===== src/rtl/ultrasound_time_pkg.sv =====
// Shared types for the ultrasound system-time counter.
// State encoding and synchronizer latency used by the counter core.
package ultrasound_time_pkg;

  typedef enum logic [1:0] {
    IDLE  = 2'd0,
    ARMED = 2'd1,
    RUN   = 2'd2
  } state_e;

  // Cycles from a sync_in rise to the cycle the edge pulse is acted on.
  localparam int unsigned SYNC_LAT = 3;

endpackage


===== src/rtl/sync_edge_detect.sv =====
// Two-flop synchronizer with a registered rising-edge pulse.
// level_o is the synchronized level; pulse_o is high for one cycle.
module sync_edge_detect (
  input  logic clk,
  input  logic reset_n,
  input  logic d_i,
  output logic level_o,
  output logic pulse_o
);

  logic [2:0] sh_q;
  logic       pulse_q;

  // Shift the async input through the synchronizer and edge register.
  always_ff @(posedge clk or negedge reset_n) begin
    if (!reset_n) begin
      sh_q    <= '0;
      pulse_q <= 1'b0;
    end else begin
      sh_q    <= {sh_q[1:0], d_i};
      pulse_q <= sh_q[1] & ~sh_q[2];
    end
  end

  assign level_o = sh_q[1];
  assign pulse_o = pulse_q;

endmodule


===== src/rtl/ultrasound_time_cnt_sync.sv =====
// Ultrasound system-time and phase counter aligned to EtherCAT SYNC0.
// Define ULTRASOUND_DRIFT_COMP_EN to trim drift at every later SYNC0 edge.
module ultrasound_time_cnt_sync
  import ultrasound_time_pkg::*;
#(
  parameter int unsigned CNT_WIDTH   = 9,
  parameter int unsigned SYNC_PERIOD = 20480,
  parameter int unsigned RESYNC_TH   = 64
) (
  input  logic                 clk,
  input  logic                 reset_n,
  input  logic                 locked,
  input  logic                 sync_in,
  input  logic                 sync_set,
  input  logic [63:0]          sync_time,
  output logic [63:0]          sys_time,
  output logic [CNT_WIDTH-1:0] cnt,
  output logic                 update,
  output logic                 synced,
  output logic                 sync_err
);

  logic lock_s;
  logic lock_pulse_unused;
  logic sync_edge;
  logic sync_lvl_unused;

  sync_edge_detect u_lock_sync (
    .clk     (clk),
    .reset_n (reset_n),
    .d_i     (locked),
    .level_o (lock_s),
    .pulse_o (lock_pulse_unused)
  );

  sync_edge_detect u_sync0 (
    .clk     (clk),
    .reset_n (reset_n),
    .d_i     (sync_in),
    .level_o (sync_lvl_unused),
    .pulse_o (sync_edge)
  );

  state_e      state_q, state_d;
  logic [63:0] time_q, time_d;
  logic [63:0] base_q, base_d;
  logic        upd_q, upd_d;
  logic        err_q, err_d;
  logic [1:0]  step;
  logic        load;

`ifdef ULTRASOUND_DRIFT_COMP_EN
  localparam int unsigned ADJ_W = $clog2(RESYNC_TH + 1) + 2;
  localparam logic signed [64:0] TH_P = $signed(65'(RESYNC_TH));
  localparam logic signed [64:0] TH_N = -TH_P;

  logic [63:0]        exp_q, exp_d;
  logic [ADJ_W-1:0]   adj_q, adj_d;
  logic signed [64:0] err;
  logic               adj_pos;
  logic               adj_neg;

  assign adj_neg = adj_q[ADJ_W-1];
  assign adj_pos = (adj_q != '0) && !adj_q[ADJ_W-1];
`else
  localparam int unsigned unused_cfg = SYNC_PERIOD + RESYNC_TH;
`endif

  // Next-state: lock loss beats sync_set, which beats the SYNC0 edge.
  always_comb begin
    state_d = state_q;
    base_d  = base_q;
    err_d   = err_q;
    step    = 2'd1;
    load    = 1'b0;
`ifdef ULTRASOUND_DRIFT_COMP_EN
    exp_d   = exp_q;
    adj_d   = adj_q;
    err     = $signed({1'b0, time_q + 64'd1})
            - $signed({1'b0, exp_q});
    if (state_q == RUN) begin
      unique case (1'b1)
        adj_pos: begin
          step  = 2'd0;
          adj_d = adj_q - ADJ_W'(1);
        end
        adj_neg: begin
          step  = 2'd2;
          adj_d = adj_q + ADJ_W'(1);
        end
        default: step = 2'd1;
      endcase
    end
`endif
    if (!lock_s) begin
      state_d = IDLE;
      step    = 2'd0;
`ifdef ULTRASOUND_DRIFT_COMP_EN
      adj_d   = adj_q;
`endif
    end else if (sync_set) begin
      state_d = ARMED;
      base_d  = sync_time;
      err_d   = 1'b0;
    end else if (sync_edge && state_q == ARMED) begin
      state_d = RUN;
      load    = 1'b1;
`ifdef ULTRASOUND_DRIFT_COMP_EN
      exp_d   = base_q + 64'(SYNC_LAT) + 64'(SYNC_PERIOD);
      adj_d   = '0;
`endif
    end
`ifdef ULTRASOUND_DRIFT_COMP_EN
    else if (sync_edge && state_q == RUN) begin
      exp_d = exp_q + 64'(SYNC_PERIOD);
      if (err <= TH_P && err >= TH_N) begin
        adj_d = err[ADJ_W-1:0];
      end else begin
        state_d = IDLE;
        err_d   = 1'b1;
      end
    end
`endif
    time_d = load ? base_q + 64'(SYNC_LAT)
                  : time_q + {62'd0, step};
    upd_d  = !load &&
             (time_d[CNT_WIDTH-1:0] < time_q[CNT_WIDTH-1:0]);
  end

  // Counter, state and sticky error registers.
  always_ff @(posedge clk or negedge reset_n) begin
    if (!reset_n) begin
      state_q <= IDLE;
      time_q  <= '0;
      base_q  <= '0;
      upd_q   <= 1'b0;
      err_q   <= 1'b0;
    end else begin
      state_q <= state_d;
      time_q  <= time_d;
      base_q  <= base_d;
      upd_q   <= upd_d;
      err_q   <= err_d;
    end
  end

`ifdef ULTRASOUND_DRIFT_COMP_EN
  // Expected time of the next edge and pending drift trim.
  always_ff @(posedge clk or negedge reset_n) begin
    if (!reset_n) begin
      exp_q <= '0;
      adj_q <= '0;
    end else begin
      exp_q <= exp_d;
      adj_q <= adj_d;
    end
  end
`endif

  assign sys_time = time_q;
  assign cnt      = time_q[CNT_WIDTH-1:0];
  assign update   = upd_q;
  assign synced   = (state_q == RUN);
  assign sync_err = err_q;

endmodule


===== config.mk =====
export PLATFORM = sky130hd
export DESIGN_NAME = ultrasound_time_cnt_sync
export DESIGN_NICKNAME = d
export VERILOG_FILES = /design/src/rtl/ultrasound_time_pkg.sv /design/src/rtl/sync_edge_detect.sv /design/src/rtl/ultrasound_time_cnt_sync.sv
export SDC_FILE = /design/constraint.sdc
export NUM_CORES = 1
export LEC_CHECK = 0
export CAP_MARGIN = 20
export CORE_MARGIN = 3
export CORE_UTILIZATION = 30
export CTS_BUF_LIST = sky130_fd_sc_hd__clkbuf_8
export CTS_CLUSTER_DIAMETER = 40
export CTS_CLUSTER_SIZE = 12
export DETAILED_ROUTE_END_ITERATION = 12
export GPL_ROUTABILITY_DRIVEN = 0
export HOLD_SLACK_MARGIN = 0.02
export PLACE_DENSITY_LB_ADDON = 0.3
export SYNTH_ARGS = -nofsm -noshare
export SYNTH_HDL_FRONTEND = slang
export SYNTH_SLANG_ARGS = --single-unit

===== constraint.sdc =====
create_clock -name clk -period 6.81 [get_ports clk]
set_input_delay 1.0215 -clock clk [delete_from_list [all_inputs] [get_ports clk]]
set_output_delay 1.0215 -clock clk [all_outputs]
set_load 0.02 [all_outputs]

==> impl_metrics.env, run 1 <==
export IMPL_die_y_um=166
export IMPL_grt_setup_unrepaired="false"
export IMPL_syn_area_per_cell_um2=10.4
export IMPL_peakVddDrop_v=0.000108
export IMPL_synthFlopType="dfrtp_1"
export IMPL_fin_nets=957
export IMPL_grt_start_max_net_pins=80
export IMPL_dieArea_um2=27600
export IMPL_grt_use_total_pct=15.1
export IMPL_yosysTopAreaCell="dfrtp_1"
export IMPL_postCtsSetupRepairBufs=0
export IMPL_hp_class="register to register"
export IMPL_timing_rr_start="base_q[0]"
export IMPL_dr_pass1_iters=5
export IMPL_cts_buffers_inserted=17
export IMPL_holdBufCountCts=0
export IMPL_cp_startpoint="sync_set"
export IMPL_start_kind="input pin"
export IMPL_core_region_area_um2=24700
export IMPL_synth_top_area_share_pct=44.6
export IMPL_drt_initial_drc_count=261
export IMPL_min_from="u_lock_sync.sh_q[0]"
export IMPL_hold_viol_final=0
export IMPL_clock_sinks=137
export IMPL_dp_cells=1181
export IMPL_portBuffers=143
export IMPL_synthCells=742
export IMPL_drc=0
export IMPL_min_path_cells=0
export IMPL_crit_fanout=26
export IMPL_htree_num_levels=4
export IMPL_rows=57
export IMPL_fillCellCount=2460
export IMPL_synth_compound_area_share_pct=3.70
export IMPL_drive_gt1_share_pct=12.7
export IMPL_num_antenna_cells=0
export IMPL_drtAntennaViolNets=0
export IMPL_final_min_clock_period_ps=3540
export IMPL_cts_tree="done"
export IMPL_power_w=0.00305
export IMPL_cts_resized=0
export IMPL_wl_per_cell_um=17.0
export IMPL_grt_pass1_wl_mm=33.2
export IMPL_critPathKind="input pin to register"
export IMPL_overflow=0
export IMPL_clk_pin_slew_worst_paths_ps=80
export IMPL_cp_data_required_time_ps=7140
export IMPL_final_setup_tns_ps=0
export IMPL_worst_pin_slew_ps=1040
export IMPL_seq_area_um2=3430
export IMPL_synth_ff_latch_count=137
export IMPL_final_cells=1214
export IMPL_synth_xor_area_share_pct=13.7
export IMPL_yosys_area_share_adder_pct=1.79
export IMPL_worstSkewPairLatency_ps=450
export IMPL_end_kind="register"
export IMPL_fmax_mhz=282
export IMPL_synth_area_mux_share_pct=13.8
export IMPL_cts_root_buf="clkbuf_8"
export IMPL_fin_skew_ps=15.9
export IMPL_via_per_inst=4.82
export IMPL_cts_buffer_depth=2
export IMPL_synth_top_family_by_area="simple AND/OR/NAND/NOR gates"
export IMPL_synthesis_nets=822
export IMPL_relSlewSlack_pct=30.6
export IMPL_via_count=5848
export IMPL_maxCapViolCount=0
export IMPL_finalSetupViolCount=0
export IMPL_powerDensity_nw_per_um2=310
export IMPL_routed_wirelength_mm=20.6
export IMPL_leakagePower_nw=3.77
export IMPL_fin_crit_sh_pct=52.1
export IMPL_holdWs_ps=354
export IMPL_synth_edf_count=0
export IMPL_async_flop_share_pct=100
export IMPL_crit_arrival_ps=3870
export IMPL_syn2layout_area_growth_pct=27.8
export IMPL_die_w_um=166
export IMPL_slew_viol_final=0
export IMPL_synthSimpleGateAreaFrac_pct=19.4
export IMPL_yosysWarningCount=0
export IMPL_multi_input_area_um2=4030
export IMPL_first_global_vias=5928
export IMPL_ios=145
export IMPL_yosysUniqueCellTypes=44
export IMPL_yosysSeqAreaShare_pct=44.6
export IMPL_ff2ff_path_depth=8
export IMPL_outcome="complete, no violations"
export IMPL_dpl_hpwl_mm=15.2
export IMPL_synth_area_um2=7680
export IMPL_antenna_found_initial=0
export IMPL_ys_top_cells_by_area="dfrtp_1 (45%), mux2_2 (9.4%), xnor2_1 (8.2%)"
export IMPL_initial_core_util_pct=31.0
-- final cells by class --
| class | count | share of cell area (%) |
|---|---|---|
| well taps | 324 | 4.13 |
| clock buffers | 17 | 2.38 |
| clock inverters | 15 | 1.80 |
| inverters | 19 | 0.726 |
| repair buffers | 148 | 15.0 |
| flip-flops and latches | 137 | 34.9 |
| multi-input cells | 554 | 41.1 |
-- final timing paths --
kind / end / slack (ps)
worst max-delay path: update / 3270
worst min-delay path: u_lock_sync.sh_q[1] / 350
worst max register to register: sys_time[60] / 3750
worst min register to register: u_lock_sync.sh_q[1] / 350
max in group asynchronous: base_q[62] / 4950
min in group asynchronous: u_sync0.sh_q[0] / 580
-- power breakdown --
part	switching [W]	internal [W]
logic	0.000528	0.000555
clock network	0.000348	0.000364
registers	0.000262	0.000993
total	0.00114	0.00191
-- per-layer routing --
layer / vias to the layer above / global-route usage (%) / wire length (um)
li1: 2881 / - / -
met3: 9 / 4.26 / 1060
met4: 0 / 3.94 / 180
met2: 111 / 24.3 / 9840
met1: 2847 / 20.1 / 9520
met5: - / 0 / 0
-- logic make-up (layout without fill, tap and decap cells) --
logic type                 Yosys count  after routing
and+or+nand+nor                    273            273
DFF                                137            137
xor gates and xnor gates           120            120
muxes                               98             98
AOI/OAI and AO/OA                   51             51
buffers and inverters               51            199
adders and majority gates           11             11
other                                1              1
-- per-stage QoR --
| step | instance area (um^2) | util (%) | setup WS, ps |
|---|---|---|---|
| global route | 9820 | 39.7 | 3010 |
| finish | 9820 | 39.7 | 3270 |
| detailed placement | 9400 | 38.0 | 2820 |
| CTS | 9810 | 39.6 | 3310 |
| global placement | 9400 | 38.0 | 2870 |
| floorplan | 7680 | - | 3560 |
-- cells in the mapped netlist (all sizes together), types with 2 or more instances --
cell type  number
o21a            3
nand4          33
ha             11
xnor2          72
xor2           48
and4           10
inv            19
clkbuf         19
a21oi           9
buf            13
or3             2
nor4           22
a21o            3
o21ai          31
and3           20
mux2i          34
nand3          50
nor2b           3
dfrtp         137
nor3b           2
nor2           29
and2            6
nand2          64
nor3           24
nand2b          3
mux2           64
-- worst max-delay path: stages --
cell             delay [ps]
clkdlybuf4s50_1         520
nand2b_1                180
or3_1                   820
buf_4                   420
o21ai_0                 170
ha_1                    320
nand3_1                  70
o21ai_0                 230
a31oi_1                 110
-- flip-flops by register name (all words and copies together) (netlist names) --
register,cells
u_sync0.pulse_o,1
u_lock_sync.sh_q,2
u_sync0.sh_q,3
base_q,64
sys_time,64
update,1
state_q,2
-- cell usage in the layout, fill, tap and decap left out, types with 19 or more instances in the layout --
cell type	n
and3_1	20
clkdlybuf4s50_1	142
dfrtp_1	137
inv_1	20
mux2_2	64
mux2i_1	34
nand2_1	63
nand3_1	50
nand4_1	31
nor2_1	29
nor3_1	21
nor4_1	19
o21ai_0	31
xnor2_1	72
xor2_1	48
Note: power is estimated with default switching activity, not from simulation.
==> run 2, diff against run 1 <==
==> constraint.sdc (replaced) <==
create_clock -name clk -period 2.85 [get_ports clk]
set_input_delay 0.4275 -clock clk [delete_from_list [all_inputs] [get_ports clk]]
set_output_delay 0.4275 -clock clk [all_outputs]
set_load 0.02 [all_outputs]
==> run 2 against run 1 <==
Hold slack better by 5.0 ps. Critical endpoint unchanged. Wire length is 2.2% higher. Highest routed layer unchanged. Global-route usage is 0.45 points higher. First-iteration DRC count is 40% higher. Via count is 2.8% higher. Clock power is 150% higher. Final cell count is 1.7% higher. Die area stayed put. Combinational power is 140% higher. Sequential power is 140% higher. Flip-flop and latch count stayed put.
==> impl_metrics.env, run 2 (same netlist as run 1, synthesis figures left out) <==
export IMPL_cts_root_buf="clkbuf_8"
export IMPL_die_y_um=166
export IMPL_fin_crit_sh_pct=89.1
export IMPL_path_depth=9
export IMPL_via_per_inst=4.87
export IMPL_cpMaxStageDelayCell="dfrtp_1"
export IMPL_crit_arrival_ps=2910
export IMPL_finalSetupViolCount=0
export IMPL_slowest_delay_ps=470
export IMPL_portBuffers=143
export IMPL_core_region_area_um2=24700
export IMPL_worst_pin_slew_ps=488
export IMPL_pwr_share_clk_pct=23.9
export IMPL_drc=0
export IMPL_final_min_clock_period_ps=2540
export IMPL_die_w_um=166
export IMPL_dr_pass1_iters=5
export IMPL_htree_num_levels=4
export IMPL_postCtsSetupRepairBufs=0
export IMPL_grt_pass1_wl_mm=34.1
export IMPL_overflow=0
export IMPL_relSlewSlack_pct=67.2
export IMPL_worst_path_buf_inv=0
export IMPL_fin_skew_ps=12.7
export IMPL_ff2ff_path_depth=9
export IMPL_cts_buffers_inserted=17
export IMPL_first_global_vias=6106
export IMPL_timing_critical_path_mode_cell="ha_1"
export IMPL_worstSkewPairLatency_ps=450
export IMPL_place_area_um2=9580
export IMPL_rows=57
export IMPL_drt_initial_drc_count=365
export IMPL_final_common_cell="clkdlybuf4s50_1"
export IMPL_drive_gt1_share_pct=14.5
export IMPL_timing_rr_start="u_lock_sync.sh_q[1]"
export IMPL_start_kind="register"
export IMPL_end_kind="register"
export IMPL_syn2layout_area_growth_pct=30.5
export IMPL_num_antenna_cells=0
export IMPL_outcome="complete, no violations"
export IMPL_initial_core_util_pct=31.0
export IMPL_clock_sinks=137
export IMPL_stdcell_area_um2=10000
export IMPL_comb_power_share_pct=35.5
export IMPL_critPathCapture="update"
export IMPL_cp_startpoint="u_lock_sync.sh_q[1]"
export IMPL_clk_pin_slew_worst_paths_ps=90
export IMPL_grt_setup_unrepaired="false"
export IMPL_peakVddDrop_v=0.000267
export IMPL_cp_data_required_time_ps=3220
export IMPL_crit_fanout=5
export IMPL_power_switching_w=0.00271
export IMPL_hold_viol_final=0
export IMPL_fin_nets=978
export IMPL_switching_share_pct=36.7
export IMPL_cts_resized=0
export IMPL_slew_viol_final=0
export IMPL_fmax_mhz=394
export IMPL_powerDensity_nw_per_um2=737
export IMPL_routed_wirelength_mm=21.1
export IMPL_dieArea_um2=27600
export IMPL_power_internal_w=0.00468
export IMPL_via_count=6013
export IMPL_grt_use_total_pct=15.5
export IMPL_cts_buffer_depth=2
export IMPL_grt_start_max_net_pins=65
export IMPL_hp_class="register to register"
export IMPL_drtAntennaViolNets=0
export IMPL_leakagePower_nw=3.89
export IMPL_cts_tree="done"
export IMPL_final_cell_mix="clkdlybuf4s50_1 (142), dfrtp_1 (137), xnor2_1 (72)"
export IMPL_maxCapViolCount=0
export IMPL_holdWs_ps=359
export IMPL_seqPwrFrac_pct=40.6
export IMPL_ios=145
export IMPL_critPathKind="register to register"
export IMPL_antenna_found_initial=0
export IMPL_rrSetupSlack_ps=310
export IMPL_dpl_hpwl_mm=15.7
export IMPL_cpLargestDelayFamily="adder cells"
export IMPL_wl_per_cell_um=17.0
export IMPL_worstReg2RegEnd="update"
export IMPL_holdBufCountCts=1
export IMPL_cp_cell_sequence="ha_1 -> ha_1 -> nand3_1 -> nor2_1 -> xnor2_1 -> o21ai_0 -> ha_1 -> a211o_1 -> a31oi_1"
## run 2: cell count changes in the layout (fill, tap and decap cells not counted)
cell | before | now
clkinv_2 | 3 | 0
clkbuf_8 | 17 | 21
inv_1 | 20 | 21
clkinv_4 | 3 | 1
dlygate4sd3_1 | 0 | 1
inv_6 | 3 | 1
buf_4 | 4 | 23
clkinvlp_4 | 2 | 4
buf_6 | 2 | 1
buf_12 | 0 | 2
## run 2: final cells by class
cell class / count / area [um^2]
multi-input cells: 554 / 4030
inverters: 19 / 71.3
repair buffers: 169 / 1660
fillers: 2401 / 14700
clock buffers: 21 / 289
flip-flops and latches: 137 / 3430
clock inverters: 11 / 145
well taps: 324 / 405
## run 2: worst min-delay path by stage
stage	from	endpoint	slack (ps)	cells past startpoint
final	u_sync0.sh_q[0]	u_sync0.sh_q[1]	360	0
after global routing	locked	u_lock_sync.sh_q[0]	370	1
after CTS	u_sync0.sh_q[0]	u_sync0.sh_q[1]	360	0
after detailed placement	u_sync0.sh_q[0]	u_sync0.sh_q[1]	340	0
after global placement	u_sync0.sh_q[0]	u_sync0.sh_q[1]	340	0
after floorplan	reset_n	base_q[0]	130	0
## run 2: metrics by stage
step	power (W)	worst slack (ps)	utilization (%)	cells	setup TNS [ps]
after floorplan	0.00446	195	-	742	0
after global placement	0.00565	-20.6	38.7	1202	-20.6
after detailed placement	0.00568	-24.4	38.7	1202	-24.4
after CTS	0.00748	315	40.5	1235	0
after global routing	0.00786	87.3	40.5	1235	0
final	0.00739	311	40.5	1235	0
## run 2: power by group through the flow
stage	Clock, W	Sequential, W	Combinational, W
3_3_place_gp	0	0.00303	0.00261
5_1_grt	0.00190	0.00309	0.00287
3_5_place_dp	0	0.00304	0.00264
2_1_floorplan	0	0.00321	0.00125
4_1_cts	0.00181	0.00301	0.00266
6_report	0.00176	0.00300	0.00262
## run 2: metal layers
| layer | wire length, um | track usage [%] | vias up |
|---|---|---|---|
| li1 | - | - | 2938 |
| met1 | 9780 | 20.9 | 2926 |
| met2 | 9900 | 25.1 | 128 |
| met3 | 1050 | 3.59 | 21 |
| met4 | 328 | 4.56 | 0 |
| met5 | 0 | 0 | - |
==> run 3, diff against run 2 <==
--- a/config.mk
+++ b/config.mk
@@ -17,4 +17,5 @@
 export PLACE_DENSITY_LB_ADDON = 0.3
 export SYNTH_ARGS = -nofsm -noshare
 export SYNTH_HDL_FRONTEND = slang
+export SYNTH_HIERARCHICAL = 1
 export SYNTH_SLANG_ARGS = --single-unit
==> run 3 against run 2 <==
Global-route usage is 0.50 points higher. Count of clock-buffer cells in the layout is 3 lower. Critical path depth is 1 higher. Highest routed layer unchanged.
==> impl_metrics.env, run 3 <==
export IMPL_outcome="complete, no violations"
export IMPL_cpMaxStageDelayCell="dfrtp_1"
export IMPL_dr_pass1_iters=7
export IMPL_drc=0
export IMPL_final_setup_tns_ps=0
export IMPL_powerDensity_nw_per_um2=718
export IMPL_leakagePower_nw=3.98
export IMPL_drt_initial_drc_count=302
export IMPL_worst_path_buf_inv=1
export IMPL_postCtsSetupRepairBufs=0
export IMPL_cp_data_required_time_ps=3230
export IMPL_routed_wirelength_mm=22.6
export IMPL_final_cell_mix="clkdlybuf4s50_1 (142), dfrtp_1 (137), mux2_2 (67)"
export IMPL_slowest_delay_ps=420
export IMPL_worstSkewPairLatency_ps=460
export IMPL_cts_buffers_inserted=17
export IMPL_grt_setup_unrepaired="false"
export IMPL_dpl_hpwl_mm=17.3
export IMPL_htree_num_levels=4
export IMPL_cts_resized=0
export IMPL_timing_critical_path_mode_cell="ha_1"
export IMPL_grt_start_max_net_pins=67
export IMPL_clk_pin_slew_worst_paths_ps=80
export IMPL_crit_arrival_ps=2920
export IMPL_peakVddDrop_v=0.000327
export IMPL_overflow=0
export IMPL_final_min_clock_period_ps=2540
export IMPL_die_y_um=169
export IMPL_synthCells=773
export IMPL_dieArea_um2=28500
export IMPL_worst_pin_slew_ps=642
export IMPL_grt_use_total_pct=16.0
export IMPL_first_global_vias=6271
export IMPL_fmax_mhz=393
export IMPL_critPathKind="register to register"
export IMPL_synthesis_nets=853
export IMPL_dp_cells=1232
export IMPL_maxCapViolCount=0
export IMPL_crit_fanout=5
export IMPL_syn_area_per_cell_um2=10.3
export IMPL_num_antenna_cells=0
export IMPL_fin_skew_ps=11.1
export IMPL_slew_viol_final=0
export IMPL_yosysWarningCount=6
export IMPL_core_region_area_um2=25600
export IMPL_ios=145
export IMPL_portBuffers=143
export IMPL_cpLargestDelayFamily="simple AND/OR/NAND/NOR gates"
export IMPL_rows=58
export IMPL_initial_core_util_pct=31.0
export IMPL_end_kind="register"
export IMPL_final_common_cell="clkdlybuf4s50_1"
export IMPL_start_kind="register"
export IMPL_via_per_inst=4.84
export IMPL_timing_rr_start="base_q[0]"
export IMPL_cts_buffer_depth=2
export IMPL_wl_per_cell_um=17.9
export IMPL_synth_area_um2=7940
export IMPL_finalSetupViolCount=0
export IMPL_cp_cell_sequence="inv_1 -> ha_1 -> and3b_1 -> and2_1 -> nand2_1 -> xor2_1 -> o21ai_0 -> ha_1 -> a211o_1 -> a31oi_1"
export IMPL_fin_crit_sh_pct=89.2
export IMPL_via_count=6126
export IMPL_drtAntennaViolNets=0
export IMPL_rrSetupSlack_ps=310
export IMPL_min_from="u_sync0/sh_q[0]"
export IMPL_hold_viol_final=0
export IMPL_holdBufCountCts=1
export IMPL_final_cells=1265
export IMPL_hp_class="register to register"
export IMPL_power_w=0.00733
export IMPL_relSlewSlack_pct=57.2
export IMPL_clock_sinks=137
export IMPL_final_util_pct=39.9
export IMPL_drive_gt1_share_pct=15.6
export IMPL_cts_root_buf="clkbuf_8"
export IMPL_cts_tree="done"
export IMPL_grt_pass1_wl_mm=35.5
export IMPL_cp_startpoint="base_q[0]"
export IMPL_place_area_um2=9820
export IMPL_fin_nets=1002
export IMPL_antenna_found_initial=0
export IMPL_syn2layout_area_growth_pct=28.7
export IMPL_die_w_um=169
export IMPL_fillCellCount=2553
export IMPL_stdcell_area_um2=10200
run 3: area by class of cell:
type / count / area [um^2] / area share, %
Timing Repair Buffer: 172 / 1670 / 16.3
Clock inverter: 14 / 148 / 1.44
Tap cell: 330 / 413 / 4.04
Sequential cell: 137 / 3430 / 33.5
Clock buffer: 18 / 248 / 2.42
Multi-Input combinational cell: 576 / 4250 / 41.6
Inverter: 18 / 67.6 / 0.661
run 3: metal layers:
metal  vias up  wire length (um)  global-route usage, %
met5         -                 0                      0
met4         0               265                   4.34
met3        18               805                   3.13
met2       113             11000                   26.6
met1      2947             10600                   21.5
li1       3048                 -                      -
run 3: worst register-to-register path, cell delays in order, from the launching register on:
cell and delay [ps]:
dfrtp_1 420, inv_1 60, ha_1 220, and3b_1 280, and2_1 240, nand2_1 150, xor2_1 190, o21ai_0 240
ha_1 290, a211o_1 250, a31oi_1 130
run 3: final timing paths:
check	end	depth (start not counted)
max in group asynchronous	sys_time[43]	3
setup reg to reg	update	10
min in group asynchronous	base_q[13]	2
hold reg to reg	u_sync0/sh_q[1]	0
hold / removal	u_sync0/sh_q[1]	0
setup / recovery	update	10
run 3: stage by stage:
stage	hold WS, ps	setup WS (ps)
3_5_place_dp	336	-4.52
2_1_floorplan	132	226
5_1_grt	364	35.3
6_report	349	308
3_3_place_gp	334	50.4
4_1_cts	350	301
run 3: power breakdown:
part	leakage (nW)	switching, W	internal, W
combinational	2.20	0.00135	0.00135
sequential	1.59	0.000637	0.00237
clock	0.193	0.000817	0.000803
